### src/rtl/wave_channel_scheduler_pkg.sv
// Shared definitions for the wave channel scheduler.
//   - default parameter values (N_FRAC, NUM_CH, TIMEOUT)
//   - data-word width helper
//   - 3-bit FSM state encoding
package wave_channel_scheduler_pkg;

    localparam int DEF_N_FRAC  = 7;
    localparam int DEF_NUM_CH  = 4;
    localparam int DEF_TIMEOUT = 32;

    // All data words are signed N_FRAC+1 bits wide.
    function automatic int data_w(input int n_frac);
        return n_frac + 1;
    endfunction

    typedef enum logic [2:0] {
        ST_IDLE  = 3'd0,
        ST_SCAN  = 3'd1,
        ST_ISSUE = 3'd2,
        ST_WAIT  = 3'd3,
        ST_STORE = 3'd4,
        ST_DONE  = 3'd5
    } state_e;

endpackage

### src/rtl/wave_ch_regfile.sv
// Per-channel register file: enable, phase increment, amplitude, phase
// accumulator and output sample for each of NUM_CH channels.
// Ports:
//   clk_i, rst_i        clock, asynchronous active-low reset
//   cfg_*_i             config write port (en/inc/amp written together, clr zeroes phase)
//   ch_i                channel in flight: selects read data, phase advance and sample write
//   adv_i               phase[ch_i] += inc[ch_i] (mod 2^W)
//   smp_we_i, smp_d_i   sample[ch_i] <= smp_d_i
//   en_o                all channel enables
//   rd_amp_o/rd_phase_o amplitude and phase of ch_i
//   sample_o            all samples, channel 0 in element 0
module wave_ch_regfile #(
    parameter  int NUM_CH = 4,
    parameter  int W      = 8,
    localparam int CW     = $clog2(NUM_CH)
) (
    input  logic                         clk_i,
    input  logic                         rst_i,
    input  logic                         cfg_we_i,
    input  logic [CW-1:0]                cfg_ch_i,
    input  logic                         cfg_en_i,
    input  logic                         cfg_clr_i,
    input  logic [W-1:0]                 cfg_inc_i,
    input  logic [W-1:0]                 cfg_amp_i,
    input  logic [CW-1:0]                ch_i,
    input  logic                         adv_i,
    input  logic                         smp_we_i,
    input  logic [W-1:0]                 smp_d_i,
    output logic [NUM_CH-1:0]            en_o,
    output logic [W-1:0]                 rd_amp_o,
    output logic [W-1:0]                 rd_phase_o,
    output logic [NUM_CH-1:0][W-1:0]     sample_o
);

    logic [NUM_CH-1:0][W-1:0] amp_vec, phase_vec;

    for (genvar i = 0; i < NUM_CH; i++) begin : g_ch
        logic         en_q;
        logic [W-1:0] inc_q, amp_q, phase_q, sample_q;
        logic         sel_cfg, sel_cur;

        assign sel_cfg = cfg_we_i && (cfg_ch_i == CW'(i));
        assign sel_cur = (ch_i == CW'(i));

        always_ff @(posedge clk_i or negedge rst_i) begin
            if (!rst_i) begin
                en_q     <= 1'b0;
                inc_q    <= '0;
                amp_q    <= '0;
                phase_q  <= '0;
                sample_q <= '0;
            end else begin
                if (sel_cfg) begin
                    en_q  <= cfg_en_i;
                    inc_q <= cfg_inc_i;
                    amp_q <= cfg_amp_i;
                end
                // A clear beats an advance landing in the same cycle.
                if (sel_cfg && cfg_clr_i)
                    phase_q <= '0;
                else if (adv_i && sel_cur)
                    phase_q <= phase_q + inc_q;
                if (smp_we_i && sel_cur)
                    sample_q <= smp_d_i;
            end
        end

        assign en_o[i]      = en_q;
        assign amp_vec[i]   = amp_q;
        assign phase_vec[i] = phase_q;
        assign sample_o[i]  = sample_q;
    end

    assign rd_amp_o   = amp_vec[ch_i];
    assign rd_phase_o = phase_vec[ch_i];

endmodule

### src/rtl/wave_channel_scheduler.sv
// Time-multiplexes one shared CORDIC across NUM_CH wave channels. Each sample
// tick walks the enabled channels in ascending order: issue a request with the
// channel's phase/amplitude, wait for the result, store it as that channel's
// sample. Disabled channels read 0.
// Ports:
//   clk_i, rst_i                 clock, asynchronous active-low reset
//   sample_tick_i                start a frame (dropped and flagged if busy)
//   cfg_we_i/ch/en/clr/inc/amp   channel config write
//   cordic_x_o/z_o/strobe_o      request to the CORDIC (x/z held until STORE)
//   cordic_x_i/valid_i           CORDIC result
//   sample_o                     per-channel samples, ch0 in the LSBs
//   frame_done_o                 1-cycle strobe at end of frame
//   busy_o                       not IDLE
//   overrun_o, timeout_o         sticky error flags
module wave_channel_scheduler
    import wave_channel_scheduler_pkg::*;
#(
    parameter  int N_FRAC  = DEF_N_FRAC,
    parameter  int NUM_CH  = DEF_NUM_CH,
    parameter  int TIMEOUT = DEF_TIMEOUT,
    localparam int W       = data_w(N_FRAC),
    localparam int CW      = $clog2(NUM_CH)
) (
    input  logic                  clk_i,
    input  logic                  rst_i,
    input  logic                  sample_tick_i,
    input  logic                  cfg_we_i,
    input  logic [CW-1:0]         cfg_ch_i,
    input  logic                  cfg_en_i,
    input  logic                  cfg_clr_i,
    input  logic [W-1:0]          cfg_inc_i,
    input  logic [W-1:0]          cfg_amp_i,
    output logic [W-1:0]          cordic_x_o,
    output logic [W-1:0]          cordic_z_o,
    output logic                  cordic_strobe_o,
    input  logic [W-1:0]          cordic_x_i,
    input  logic                  cordic_valid_i,
    output logic [NUM_CH*W-1:0]   sample_o,
    output logic                  frame_done_o,
    output logic                  busy_o,
    output logic                  overrun_o,
    output logic                  timeout_o
);

    localparam int TW = $clog2(TIMEOUT + 1);

    state_e          state_q, state_d;
    logic [CW-1:0]   ch_q, ch_d;
    logic [TW-1:0]   tcnt_q, tcnt_d;
    logic [W-1:0]    req_x_q, req_x_d, req_z_q, req_z_d;
    logic            ovr_q, ovr_d, tmo_q, tmo_d;

    logic                     adv, smp_we, strobe, last_ch;
    logic [W-1:0]             smp_d, rd_amp, rd_phase;
    logic [NUM_CH-1:0]        en_vec;
    logic [NUM_CH-1:0][W-1:0] smp_arr;

    wave_ch_regfile #(.NUM_CH(NUM_CH), .W(W)) u_regs (
        .clk_i      (clk_i),
        .rst_i      (rst_i),
        .cfg_we_i   (cfg_we_i),
        .cfg_ch_i   (cfg_ch_i),
        .cfg_en_i   (cfg_en_i),
        .cfg_clr_i  (cfg_clr_i),
        .cfg_inc_i  (cfg_inc_i),
        .cfg_amp_i  (cfg_amp_i),
        .ch_i       (ch_q),
        .adv_i      (adv),
        .smp_we_i   (smp_we),
        .smp_d_i    (smp_d),
        .en_o       (en_vec),
        .rd_amp_o   (rd_amp),
        .rd_phase_o (rd_phase),
        .sample_o   (smp_arr)
    );

    assign last_ch = (ch_q == CW'(NUM_CH - 1));

    always_ff @(posedge clk_i or negedge rst_i) begin
        if (!rst_i) begin
            state_q <= ST_IDLE;
            ch_q    <= '0;
            tcnt_q  <= '0;
            req_x_q <= '0;
            req_z_q <= '0;
            ovr_q   <= 1'b0;
            tmo_q   <= 1'b0;
        end else begin
            state_q <= state_d;
            ch_q    <= ch_d;
            tcnt_q  <= tcnt_d;
            req_x_q <= req_x_d;
            req_z_q <= req_z_d;
            ovr_q   <= ovr_d;
            tmo_q   <= tmo_d;
        end
    end

    always_comb begin
        state_d = state_q;
        ch_d    = ch_q;
        tcnt_d  = tcnt_q;
        req_x_d = req_x_q;
        req_z_d = req_z_q;
        ovr_d   = ovr_q | (sample_tick_i && (state_q != ST_IDLE));
        tmo_d   = tmo_q;
        adv     = 1'b0;
        smp_we  = 1'b0;
        smp_d   = cordic_x_i;
        strobe  = 1'b0;
        case (state_q)
            ST_IDLE: begin
                if (sample_tick_i) begin
                    state_d = ST_SCAN;
                    ch_d    = '0;
                end
            end
            ST_SCAN: begin
                if (en_vec[ch_q]) begin
                    // Latch the request here so config writes during the
                    // request cannot disturb what the CORDIC sees.
                    state_d = ST_ISSUE;
                    req_x_d = rd_amp;
                    req_z_d = rd_phase;
                end else begin
                    smp_we = 1'b1;
                    smp_d  = '0;
                    if (last_ch) state_d = ST_DONE;
                    else         ch_d    = ch_q + 1'b1;
                end
            end
            ST_ISSUE: begin
                strobe  = 1'b1;
                adv     = 1'b1;
                tcnt_d  = '0;
                state_d = ST_WAIT;
            end
            ST_WAIT: begin
                if (cordic_valid_i) begin
                    state_d = ST_STORE;
                end else if (tcnt_q == TW'(TIMEOUT - 1)) begin
                    // Abandon the request; the old sample is kept.
                    tmo_d = 1'b1;
                    if (last_ch) state_d = ST_DONE;
                    else begin
                        state_d = ST_SCAN;
                        ch_d    = ch_q + 1'b1;
                    end
                end else begin
                    tcnt_d = tcnt_q + 1'b1;
                end
            end
            ST_STORE: begin
                smp_we = 1'b1;
                if (last_ch) state_d = ST_DONE;
                else begin
                    state_d = ST_SCAN;
                    ch_d    = ch_q + 1'b1;
                end
            end
            ST_DONE: state_d = ST_IDLE;
            default: state_d = ST_IDLE;
        endcase
    end

    assign cordic_x_o      = req_x_q;
    assign cordic_z_o      = req_z_q;
    assign cordic_strobe_o = strobe;
    assign sample_o        = smp_arr;
    assign frame_done_o    = (state_q == ST_DONE);
    assign busy_o          = (state_q != ST_IDLE);
    assign overrun_o       = ovr_q;
    assign timeout_o       = tmo_q;

endmodule

### config.mk
export PLATFORM = sky130hd
export DESIGN_NAME = wave_channel_scheduler
export DESIGN_NICKNAME = d
export VERILOG_FILES = /design/src/rtl/wave_channel_scheduler_pkg.sv /design/src/rtl/wave_ch_regfile.sv /design/src/rtl/wave_channel_scheduler.sv
export SDC_FILE = /design/constraint.sdc
export NUM_CORES = 1
export LEC_CHECK = 0
export ABC_AREA = 1
export ABC_CLOCK_PERIOD_IN_PS = 5310
export CAP_MARGIN = 0
export CELL_PAD_IN_SITES_DETAIL_PLACEMENT = 0
export CELL_PAD_IN_SITES_GLOBAL_PLACEMENT = 1
export CORE_UTILIZATION = 28
export CTS_CLUSTER_DIAMETER = 40
export CTS_CLUSTER_SIZE = 8
export DETAILED_ROUTE_END_ITERATION = 6
export HOLD_SLACK_MARGIN = 0.05
export PLACE_DENSITY = 0.64
export SLEW_MARGIN = 40
export SYNTH_ARGS = -nofsm -noshare
export SYNTH_HDL_FRONTEND = slang
export SYNTH_SLANG_ARGS = --single-unit
### constraint.sdc
create_clock -name clk_i -period 5.31 [get_ports clk_i]
set_input_delay 1.062 -clock clk_i [delete_from_list [all_inputs] [get_ports clk_i]]
set_output_delay 1.062 -clock clk_i [all_outputs]
set_load 0.02 [all_outputs]
==> metrics.md, run 1 <==
| Metric | Value |
|---|---|
| Row Count | `62` |
| CTS Sinks | `~160` |
| Final-report max-slew violation count | `0` |
| Setup CP Type | `flip-flop to output port` |
| P_leak | `5.11 nW` |
| Worst R2R Path Depth | `11` |
| Layout cells sized above 1 | `6.84%` |
| Period Utilization, post-route | `~57%` |
| TritonCTS Buffers | `17` |
| P_int | `approximately 2.9 mW` |
| Seq/Total Area, Yosys | `approximately half` |
| # resized after CTS | `0` |
| Via count | `about 7k` |
| Worst setup endpoint | `cordic_strobe_o` |
| CTS clock-pin slew for the worst setup and hold paths | `around 70 ps` |
| GRT Resource Usage Total | `between 10% and 20%` |
| Clock Tree Buf Depth | `2` |
| DP HPWL | `roughly 16 mm` |
| # fillers | `3,075` |
| Worst endpoint data arrival time | `around 2000 ps` |
| CP Max Fanout | `6` |
| Fin. Hold Viols | `0` |
| CTS tree | `yes` |
| Drt wl/cell | `between 10 and 15 um` |
| Synth warnings | `0` |
| Commonest cells after routing, fill and taps aside | `nand2_1, dfrtp_1, o21ai_0, inv_1, clkdlybuf4s50_1` |
| Worst slew pin tran | `~700 ps` |
| Reg2reg setup slack | `between 2000 and 2500 ps` |
| First-pass GRT wire length | `around 37 mm` |
| Commonest non-fill, non-tap cell in the layout | `nand2_1` |
| Pwr Total | `5.06 mW` |
| Routed wire length | `~23 mm` |
| Die area | `between 30,000 and 40,000 um2` |
| Largest net degree at the start of global routing | `between 100 and 150` |
| Vias/cell | `around 4.5` |
| Sw Pwr | `2.12 mW` |
| Max Cap Violations | `0` |
| Minimum clock period | `3020 ps` |
| Synthesized cell area | `between 8000 and 9000 um2` |
| P&R area growth vs syn | `22.3%` |
| Fmax achieved | `331 MHz` |
| Worst-skew pair later-pin latency | `430 ps` |
| H-tree Lvls | `4` |
| Rel. slew slack | `53.4%` |
| CTS root buf | `clkbuf_16` |
| Setup Viol. Count Final | `0` |
| Top Ports | `86` |
| Switching Share | `between 40% and 50%` |
| Sequential Power Share | `a little over a third` |
| Port Buffer Count | `85` |
| First-pass iteration count of the detailed router | `4` |
| RSZ-0062 raised after global routing | `false` |
| Syn Nets | `1,105` |
| Combinational fraction of design power | `40.1%` |
| R2r startpoint | `ch_q[0]$_DFFE_PN0P_` |
| Post-route setup TNS | `0 ps` |
| #FFs+latches synth | `161` |
| Grt ovf | `0` |
| Final nets | `around 1.2k` |
| Status | `completed` |
| Max VDD drop | `~0.25 mV` |
| Required time worst endpoint | `around 4300 ps` |
| Synth unique cells | `34` |
| Die Ht | `between 150 and 200 um` |
| Initial antenna violation count | `0` |
| Die Span X | `~170 um` |
| Cts hold-fix bufs | `0` |
| Critical path startpoint | `state_q[1]$_DFFE_PN0P_` |
| Mapped Cells | `just over 1k` |
| Post-DRT Antenna Nets | `0` |
| Clock skew | `roughly 19 ps` |
| Reg2reg end | `u_regs.g_ch[3].sample_q[6]$_DFFE_PN0P_` |
| Number of global-route vias before repair | `slightly below 7k` |
| Residual DRC count | `0` |
| Hold Path Class | `flip-flop to flip-flop` |
| Initial Utilization | `28.8%` |
| Syn Area/Cell | `between 8 and 9 um2` |
| Core ar. | `between 20,000 and 30,000 um2` |
| Gp weighted congestion | `~0.77` |
| CP Launch Type | `flip-flop` |
| Power per Cell Area | `between 400 and 500 nW/um2` |
| Starting DRT DRC Count | `484` |
| Ant diodes | `0` |
| Critical Path Sink Type | `output port` |
| Clk pwr share | `24.6%` |
| Post-CTS Setup Inserts | `0` |
-- metal layers --
metal / track usage, % / vias to the layer above / part of all wire [%]
met4: 3.70 / 0 / 0.60
met5: 0 / - / 0
met1: 21.4 / 3159 / 49
li1: - / 3553 / -
met2: 25.3 / 110 / 47
met3: 2.63 / 8 / 3.5
-- state kept, by name, summed over array words and instances (netlist names) --
name	flops
ch_q	2
cordic_x_o	8
cordic_z_o	8
overrun_o	1
state_q	3
tcnt_q	6
timeout_o	1
u_regs.g_ch.amp_q	32
u_regs.g_ch.en_q	4
u_regs.g_ch.inc_q	32
u_regs.g_ch.phase_q	32
u_regs.g_ch.sample_q	32
-- synth_stat cells --
master	n	share of area, %
nand2_1	353	16
dfrtp_1	161	48
o21ai_0	112	6.7
inv_1	86	3.9
nor2_1	59	2.7
nand3_1	52	3.1
nand4_1	44	3.3
ha_1	33	4.9
a21oi_1	19	1.1
clkbuf_1	18	0.81
buf_2	13	0.78
o22ai_1	13	0.97
o21ai_1	9	0.54
nand2_2	8	0.60
xnor2_1	8	0.84
inv_2	6	0.27
nor2_4	5	0.67
fa_1	4	0.96
nand2_4	4	0.54
nand3_2	3	0.36
nand3b_1	3	0.27
nor2_8	3	0.72
xor2_1	3	0.31
a21oi_2	2	0.21
buf_6	2	0.27
nor2_2	2	0.15
o21bai_1	2	0.18
o31ai_1	2	0.18
a211oi_1	1	0.090
buf_1	1	0.045
buf_4	1	0.090
inv_6	1	0.10
nor3_1	1	0.060
o21ai_2	1	0.10
-- critical path: stages, from the launching register on --
cell	delay, ps
dfrtp_1	500
inv_2	100
nor2_4	120
nand2_4	90
inv_6	110
clkdlybuf4s50_1	610
-- per-stage QoR --
step                      cells  util [%]  area, um2  hold WS, ps  setup slack, ps
after floorplan            1035         -       8350          448             3330
after CTS                  1508      35.1      10200          479             2260
final                      1509      35.2      10200          470             2290
after global placement     1476      33.0       9570          455             2110
after global routing       1509      35.2      10200          492             2150
after detailed placement   1476      33.0       9570          459             2060
-- worst min-delay path by stage --
stage / startpoint / to / slack [ps] / depth (start not counted)
floorplan: u_regs.g_ch[2].amp_q[0]$_DFFE_PN0N_ / u_regs.g_ch[2].amp_q[0]$_DFFE_PN0N_ / 450 / 2
global placement: u_regs.g_ch[2].sample_q[7]$_DFFE_PN0P_ / u_regs.g_ch[2].sample_q[7]$_DFFE_PN0P_ / 460 / 2
detailed placement: u_regs.g_ch[3].sample_q[5]$_DFFE_PN0P_ / u_regs.g_ch[3].sample_q[5]$_DFFE_PN0P_ / 460 / 2
CTS: u_regs.g_ch[0].sample_q[6]$_DFFE_PN0P_ / u_regs.g_ch[0].sample_q[6]$_DFFE_PN0P_ / 480 / 2
global route: overrun_o$_DFF_PN0_ / overrun_o$_DFF_PN0_ / 490 / 1
finish: u_regs.g_ch[0].sample_q[6]$_DFFE_PN0P_ / u_regs.g_ch[0].sample_q[6]$_DFFE_PN0P_ / 470 / 2
-- final cells by class --
| cell class | count | area [um2] | area share, % |
|---|---|---|---|
| multi-input combinational | 746 | 3800 | 37.2 |
| clock inverter | 15 | 186 | 1.83 |
| clock buffer | 17 | 425 | 4.17 |
| sequential | 161 | 4030 | 39.5 |
| timing repair buffer | 93 | 936 | 9.17 |
| inverter | 93 | 354 | 3.47 |
| tap | 384 | 480 | 4.71 |
-- power by group through the flow --
stage	registers [mW]	logic [mW]	clock network (mW)
2_1_floorplan	1.92	1.19	0
3_3_place_gp	1.82	2.04	0
3_5_place_dp	1.81	2.06	0
4_1_cts	1.79	2.07	1.28
5_1_grt	1.83	2.30	1.33
6_report	1.79	2.03	1.24
-- cells by family after synthesis --
kind of cell,count (synthesis),share of synthesized area [%]
adder cells (fa/ha/maj),37,5.91
flip-flops,161,48.3
buffers and inverters,128,6.23
AND/OR/NAND/NOR,537,28.3
AO/OA/AOI/OAI,161,10.1
XOR/XNOR,11,1.15
Power figures use the tool's default switching activity.
==> run 2, diff against run 1 <==
- ABC_CLOCK_PERIOD_IN_PS: 5310 -> 3000
- clock period: 5.31 -> 3 ns (I/O delays scaled with it)
==> run 2 against run 1 <==
  * Combinational power rose by 78%
  * Clock-buffer cell count did not move
  * Hold slack worse by 320 ps
  * Utilization grew 0.11 points
==> metrics.md, run 2 (synthesis gave the netlist of run 1 again) <==
| Metric | Value |
|---|---|
| RSZ-0062 raised after global routing | `false (unchanged)` |
| Sequential Power Share | `35.3% (about the same)` |
| Status | `completed (unchanged)` |
| Final hold slack | `153 ps (was 470 ps)` |
| H-tree Lvls | `4 (unchanged)` |
| Switching Share | `42.0% (was 41.8%)` |
| Worst slew pin tran | `630 ps (was 699 ps)` |
| Initial antenna violation count | `0 (unchanged)` |
| Rel. slew slack | `58.0% (was 53.4%)` |
| # resized after CTS | `0 (unchanged)` |
| Clk pwr share | `24.6% (about the same)` |
| Reg2reg setup slack | `930 ps (was 2460 ps)` |
| Drt wl/cell | `15.3 um (was 15.0 um)` |
| Final-report max-slew violation count | `0 (unchanged)` |
| CP Max Fanout | `6 (unchanged)` |
| P&R area growth vs syn | `22.7% (was 22.3%)` |
| Layout cells sized above 1 | `7.17% (was 6.84%)` |
| Post-route setup TNS | `0 ps (unchanged)` |
| CTS Sinks | `161 (unchanged)` |
| Port Buffer Count | `85 (unchanged)` |
| First-pass iteration count of the detailed router | `4 (unchanged)` |
| Max Cap Violations | `0 (unchanged)` |
| Required time worst endpoint | `2400 ps (was 4250 ps)` |
| DP HPWL | `16.7 mm (was 16.3 mm)` |
| Starting DRT DRC Count | `465 (was 484)` |
| Die Ht | `175 um (unchanged)` |
| # fillers | `3,071 (was 3,075)` |
| P_int | `5.23 mW (was 2.95 mW)` |
| Clock Tree Buf Depth | `2 (unchanged)` |
| Power per Cell Area | `881 nW/um2 (was 496 nW/um2)` |
| Hold Path Class | `primary input to asynchronous set/reset pin (was flip-flop to flip-flop)` |
| Cts hold-fix bufs | `0 (unchanged)` |
| Fmax achieved | `between 300 and 400 MHz` |
| Worst-skew pair later-pin latency | `440 ps (was 430 ps)` |
| CTS clock-pin slew for the worst setup and hold paths | `80 ps (was 70 ps)` |
| Combinational fraction of design power | `40.1% (about the same)` |
| Vias/cell | `4.61 (was 4.53)` |
| Top Ports | `86 (unchanged)` |
| Reg2reg end | `u_regs.g_ch[0].phase_q[2]$_DFFE_PN0P_ (was u_regs.g_ch[3].sample_q[6]$_DFFE_PN0P_)` |
| Multi-input logic area | `3800 um2 (unchanged)` |
| Post-CTS Setup Inserts | `0 (unchanged)` |
| Die Span X | `175 um (unchanged)` |
| Post-DRT Antenna Nets | `0 (unchanged)` |
| Layout Cells excl Fill | `1,513 (was 1,509)` |
| CTS tree | `yes (unchanged)` |
| Via count | `6,969 (was 6,830)` |
| Max VDD drop | `0.396 mV (was 0.250 mV)` |
| Commonest non-fill, non-tap cell in the layout | `nand2_1 (unchanged)` |
| Routed wire length | `23.2 mm (was 22.6 mm)` |
| Total area of sequential cells | `4030 um2 (unchanged)` |
| Worst endpoint data arrival time | `1980 ps (was 1960 ps)` |
| Largest net degree at the start of global routing | `64 (was 105)` |
| Grt ovf | `0 (unchanged)` |
| Die area | `30,500 um2 (unchanged)` |
| Finished Cell Area | `10,200 um2 (about the same)` |
| Setup Viol. Count Final | `0 (unchanged)` |
| Critical Path Sink Type | `output port (unchanged)` |
| Final nets | `1,186 (was 1,182)` |
| Ant diodes | `0 (unchanged)` |
| Period Utilization, post-route | `86.1%` |
| Number of global-route vias before repair | `7,044 (was 6,809)` |
| TritonCTS Buffers | `17 (unchanged)` |
| Row Count | `62 (unchanged)` |
| First-pass GRT wire length | `38.4 mm (was 37.2 mm)` |
| GRT Resource Usage Total | `16.2% (was 15.5%)` |
| Minimum clock period | `~2600 ps` |
| CP Launch Type | `flip-flop (unchanged)` |
| CTS root buf | `clkbuf_16 (unchanged)` |
| Cell Area, Placed | `9630 um2 (was 9570 um2)` |
| Fin. Hold Viols | `0 (unchanged)` |
| Clock skew | `17.5 ps (was 18.7 ps)` |
| Residual DRC count | `0 (unchanged)` |
| Worst R2R Path Depth | `9 (was 11)` |
| Sw Pwr | `3.79 mW (was 2.12 mW)` |
| Gp weighted congestion | `0.814 (was 0.772)` |
| Setup CP Type | `flip-flop to output port (unchanged)` |
| Core ar. | `29,000 um2 (unchanged)` |
| Commonest cells after routing, fill and taps aside | `nand2_1, dfrtp_1, o21ai_0, inv_1, clkdlybuf4s50_1 (unchanged)` |
| R2r startpoint | `ch_q[0]$_DFFE_PN0P_ (unchanged)` |
| Placed cell count | `1,481 (was 1,476)` |
| P_leak | `5.13 nW (was 5.11 nW)` |
| Initial Utilization | `28.8% (unchanged)` |
==> run 2: worst max path at each step <==
| stage | start | slack (ps) | depth (start not counted) | to |
|---|---|---|---|---|
| 2_1_floorplan | ch_q[0]$_DFFE_PN0P_ | 1170 | 8 | u_regs.g_ch[2].phase_q[2]$_DFFE_PN0P_ |
| 3_3_place_gp | state_q[1]$_DFFE_PN0P_ | 870 | 5 | cordic_strobe_o |
| 3_5_place_dp | cfg_we_i | 850 | 6 | u_regs.g_ch[2].phase_q[2]$_DFFE_PN0P_ |
| 4_1_cts | state_q[1]$_DFFE_PN0P_ | 390 | 5 | cordic_strobe_o |
| 5_1_grt | state_q[1]$_DFFE_PN0P_ | 280 | 5 | cordic_strobe_o |
| 6_report | state_q[1]$_DFFE_PN0P_ | 420 | 5 | cordic_strobe_o |
==> run 2: per-layer routing <==
layer | track usage (%) | share of wire (%) | up-vias
met3 | 2.89 | 3.6 | 27
met2 | 26.6 | 46 | 131
met4 | 4.64 | 1.4 | 0
li1 | - | - | 3545
met5 | 0 | 0 | -
met1 | 21.7 | 49 | 3266
==> run 2: final cells by class <==
type	instances	area share (%)
well taps	384	4.69
flip-flops and latches	161	39.3
repair buffers	97	9.44
clock inverters	15	1.83
clock buffers	17	4.15
multi-input cells	746	37.1
inverters	93	3.46
==> run 2: power by group through the flow <==
stage	clock network, mW	logic [mW]	registers [mW]
after global routing	2.39	4.11	3.26
after CTS	2.30	3.67	3.18
after global placement	0	3.63	3.22
final	2.22	3.62	3.18
after detailed placement	0	3.66	3.22
after floorplan	0	2.11	3.40
==> run 2: stage by stage <==
| stage | utilization [%] | worst slack (ps) | total power [mW] |
|---|---|---|---|
| 6_report | 35.3 | 417 | 9.02 |
| 5_1_grt | 35.3 | 281 | 9.76 |
| 4_1_cts | 35.3 | 386 | 9.15 |
| 3_5_place_dp | 33.2 | 852 | 6.88 |
| 3_3_place_gp | 33.2 | 872 | 6.85 |
| 2_1_floorplan | - | 1170 | 5.51 |
==> run 2: critical path, cell delays in order (launching register included) <==
cell,delay (ps)
dfrtp_1,510
inv_2,100
nor2_4,120
nand2_4,90
inv_6,110
clkdlybuf4s50_1,620
==> run 3, diff against run 2 <==
- ABC_CLOCK_PERIOD_IN_PS: 3000 -> 2500
- CELL_PAD_IN_SITES_DETAIL_PLACEMENT: 0 -> 1
- CELL_PAD_IN_SITES_GLOBAL_PLACEMENT: 1 -> 2
- CORE_UTILIZATION: 28 -> 34
- PLACE_DENSITY: 0.64 -> 0.88
- clock period: 3 -> 2.5 ns (I/O delays scaled with it)
==> run 3 against run 2 <==
  * Combinational power is 24% higher
  * Critical path type unchanged
  * Flip-flop and latch count unchanged
  * Sequential share of layout area increased by 0.18 points
  * Wire length up 2.9%
  * Power increased by 21%
  * Setup slack lost 210 ps
  * Largest power group unchanged
  * Cell count fell by 4.0%
  * Largest cell class unchanged
  * Clock power rose by 18%
==> metrics.md, run 3 (synthesis gave the netlist of run 1 again) <==
| Metric | Value |
|---|---|
| P_leak | `5.17 nW (was 5.13 nW)` |
| CP Launch Type | `flip-flop (unchanged)` |
| Fmax achieved | `roughly 440 MHz` |
| Clock Tree Buf Depth | `2 (unchanged)` |
| Final-report max-slew violation count | `0 (unchanged)` |
| Worst endpoint data arrival time | `1800 ps (was 1980 ps)` |
| First-pass GRT wire length | `39.4 mm (was 38.4 mm)` |
| Required time worst endpoint | `2000 ps (was 2400 ps)` |
| First-pass iteration count of the detailed router | `4 (unchanged)` |
| Grt ovf | `0 (unchanged)` |
| Finished Cell Area | `10,200 um2 (about the same)` |
| Hold Path Class | `flip-flop to flip-flop (was primary input to asynchronous set/reset pin)` |
| Starting DRT DRC Count | `402 (was 465)` |
| Commonest non-fill, non-tap cell in the layout | `nand2_1 (unchanged)` |
| R2r startpoint | `ch_q[0]$_DFFE_PN0P_ (unchanged)` |
| Ant diodes | `0 (unchanged)` |
| Residual DRC count | `0 (unchanged)` |
| Port Buffer Count | `85 (unchanged)` |
| Post-DRT Antenna Nets | `0 (unchanged)` |
| Max Cap Violations | `0 (unchanged)` |
| Power per Cell Area | `1070 nW/um2 (was 881 nW/um2)` |
| Clock skew | `17.1 ps (was 17.5 ps)` |
| Routed wire length | `23.9 mm (was 23.2 mm)` |
| Cell Area, Placed | `9580 um2 (was 9630 um2)` |
| Worst slew pin tran | `614 ps (was 630 ps)` |
| TritonCTS Buffers | `17 (unchanged)` |
| Reg2reg end | `cordic_z_o[1]$_DFFE_PN0P_ (was u_regs.g_ch[0].phase_q[2]$_DFFE_PN0P_)` |
| Row Count | `56 (was 62)` |
| Via count | `7,198 (was 6,969)` |
| Final hold slack | `475 ps (was 153 ps)` |
| Status | `completed (unchanged)` |
| Setup Viol. Count Final | `0 (unchanged)` |
| Worst R2R Path Depth | `7 (was 9)` |
| Setup CP Type | `flip-flop to output port (unchanged)` |
| Final nets | `1,191 (was 1,186)` |
| WHS Endpoint | `u_regs.g_ch[3].sample_q[0]$_DFFE_PN0P_` |
| Minimum clock period | `approximately 2300 ps` |
| CTS clock-pin slew for the worst setup and hold paths | `80 ps (about the same)` |
| Min-delay src | `u_regs.g_ch[3].sample_q[0]$_DFFE_PN0P_` |
| Vias/cell | `4.95 (was 4.61)` |
| CTS root buf | `clkbuf_16 (unchanged)` |
| Post-route setup TNS | `0 ps (unchanged)` |
| Layout cells sized above 1 | `7.50% (was 7.17%)` |
| Drt wl/cell | `16.4 um (was 15.3 um)` |
| Core ar. | `23,800 um2 (was 29,000 um2)` |
| Max VDD drop | `0.497 mV (was 0.396 mV)` |
| Die Span X | `159 um (was 175 um)` |
| Cell depth of the worst hold path | `2` |
| Commonest cells after routing, fill and taps aside | `nand2_1, dfrtp_1, o21ai_0, inv_1, clkdlybuf4s50_1 (unchanged)` |
| Number of global-route vias before repair | `7,358 (was 7,044)` |
| Fin. Hold Viols | `0 (unchanged)` |
| Largest net degree at the start of global routing | `60 (was 64)` |
| CP Max Fanout | `7 (was 6)` |
| Die Ht | `159 um (was 175 um)` |
| Gp weighted congestion | `0.793 (was 0.814)` |
| Rel. slew slack | `59.1% (was 58.0%)` |
| Period Utilization, post-route | `91.8%` |
| P&R area growth vs syn | `22.2% (was 22.7%)` |
| Initial antenna violation count | `0 (unchanged)` |
| Die area | `25,200 um2 (was 30,500 um2)` |
| Reg2reg setup slack | `400 ps (was 930 ps)` |
| Worst-skew pair later-pin latency | `440 ps (about the same)` |
| CTS tree | `yes (unchanged)` |
| GRT Resource Usage Total | `20.4% (was 16.2%)` |
| CTS Sinks | `161 (unchanged)` |
| RSZ-0062 raised after global routing | `false (unchanged)` |
| Critical Path Sink Type | `output port (unchanged)` |
| DP HPWL | `17.5 mm (was 16.7 mm)` |
| H-tree Lvls | `4 (unchanged)` |
| Initial Utilization | `35.1% (was 28.8%)` |
| Top Ports | `86 (unchanged)` |
[run 3: changes by cell type in the layout (fill, tap and decap cells not counted), sizes merged]
cell / previous run / this run
buf: 13 / 17
clkinv: 8 / 7
dlymetal6s2s: 0 / 1
dlygate4sd3: 0 / 1
inv: 99 / 100
clkdlybuf4s50: 84 / 83
[run 3: critical path, cell delays in order (launching register included)]
cell and delay (ps):
dfrtp_1 510, inv_1 90, nand2_1 80, nor2_1 50
inv_1 50, clkdlybuf4s50_1 600
[run 3: stage by stage]
| stage | power (mW) | std cells | setup slack [ps] | util [%] |
|---|---|---|---|---|
| floorplan | 6.62 | 1035 | 672 | - |
| global placement | 8.24 | 1420 | 507 | 40.3 |
| detailed placement | 8.38 | 1420 | 434 | 40.3 |
| CTS | 11.1 | 1453 | 57.4 | 42.9 |
| global route | 11.8 | 1453 | 78.4 | 42.9 |
| finish | 11.0 | 1453 | 204 | 42.9 |
[run 3: metal layers]
metal | track usage [%] | share of wire [%] | wire (um) | vias up
met4 | 5.59 | 1.3 | 320 | 0
met1 | 28.0 | 49 | 11600 | 3494
met5 | 0 | 0 | 0 | -
met2 | 33.5 | 46 | 11000 | 137
met3 | 3.02 | 4.0 | 952 | 27
li1 | - | - | - | 3540
[run 3: timing repair]
| action | in CTS | in global routing |
|---|---|---|
| hold buffers | 1 | 0 |
| buffers inserted | 0 | 0 |
| gates resized for setup | 1 | 1 |
| endpoints found under the setup margin | 1 | 1 |
| hold endpoints to repair | 48 | 0 |
| cloned | 0 | 0 |
[run 3: report_power, final]
group	leakage, nW	switching [mW]	total, mW	internal, mW
registers	2.08	0.557	3.84	3.29
clock network	0.291	1.27	2.63	1.35
logic	2.80	2.82	4.49	1.66
[run 3: cell type report]
type | count | area [um2]
clock buffer | 17 | 425
clock inverter | 15 | 183
fill | 2860 | 13600
inverter | 93 | 354
multi-input combinational | 746 | 3800
sequential | 161 | 4030
tap | 319 | 399
timing repair buffer | 102 | 1010
[run 3: how the worst max path moves through the flow]
stage          cells after the start                               endpoint                   start
2_1_floorplan                      8  u_regs.g_ch[2].phase_q[2]$_DFFE_PN0P_     ch_q[0]$_DFFE_PN0P_
3_3_place_gp                       5                        cordic_strobe_o  state_q[1]$_DFFE_PN0P_
3_5_place_dp                       6  u_regs.g_ch[3].phase_q[4]$_DFFE_PN0P_                cfg_we_i
4_1_cts                            5                        cordic_strobe_o  state_q[1]$_DFFE_PN0P_
5_1_grt                            3                           frame_done_o  state_q[0]$_DFFE_PN0P_
6_report                           5                                 busy_o  state_q[0]$_DFFE_PN0P_
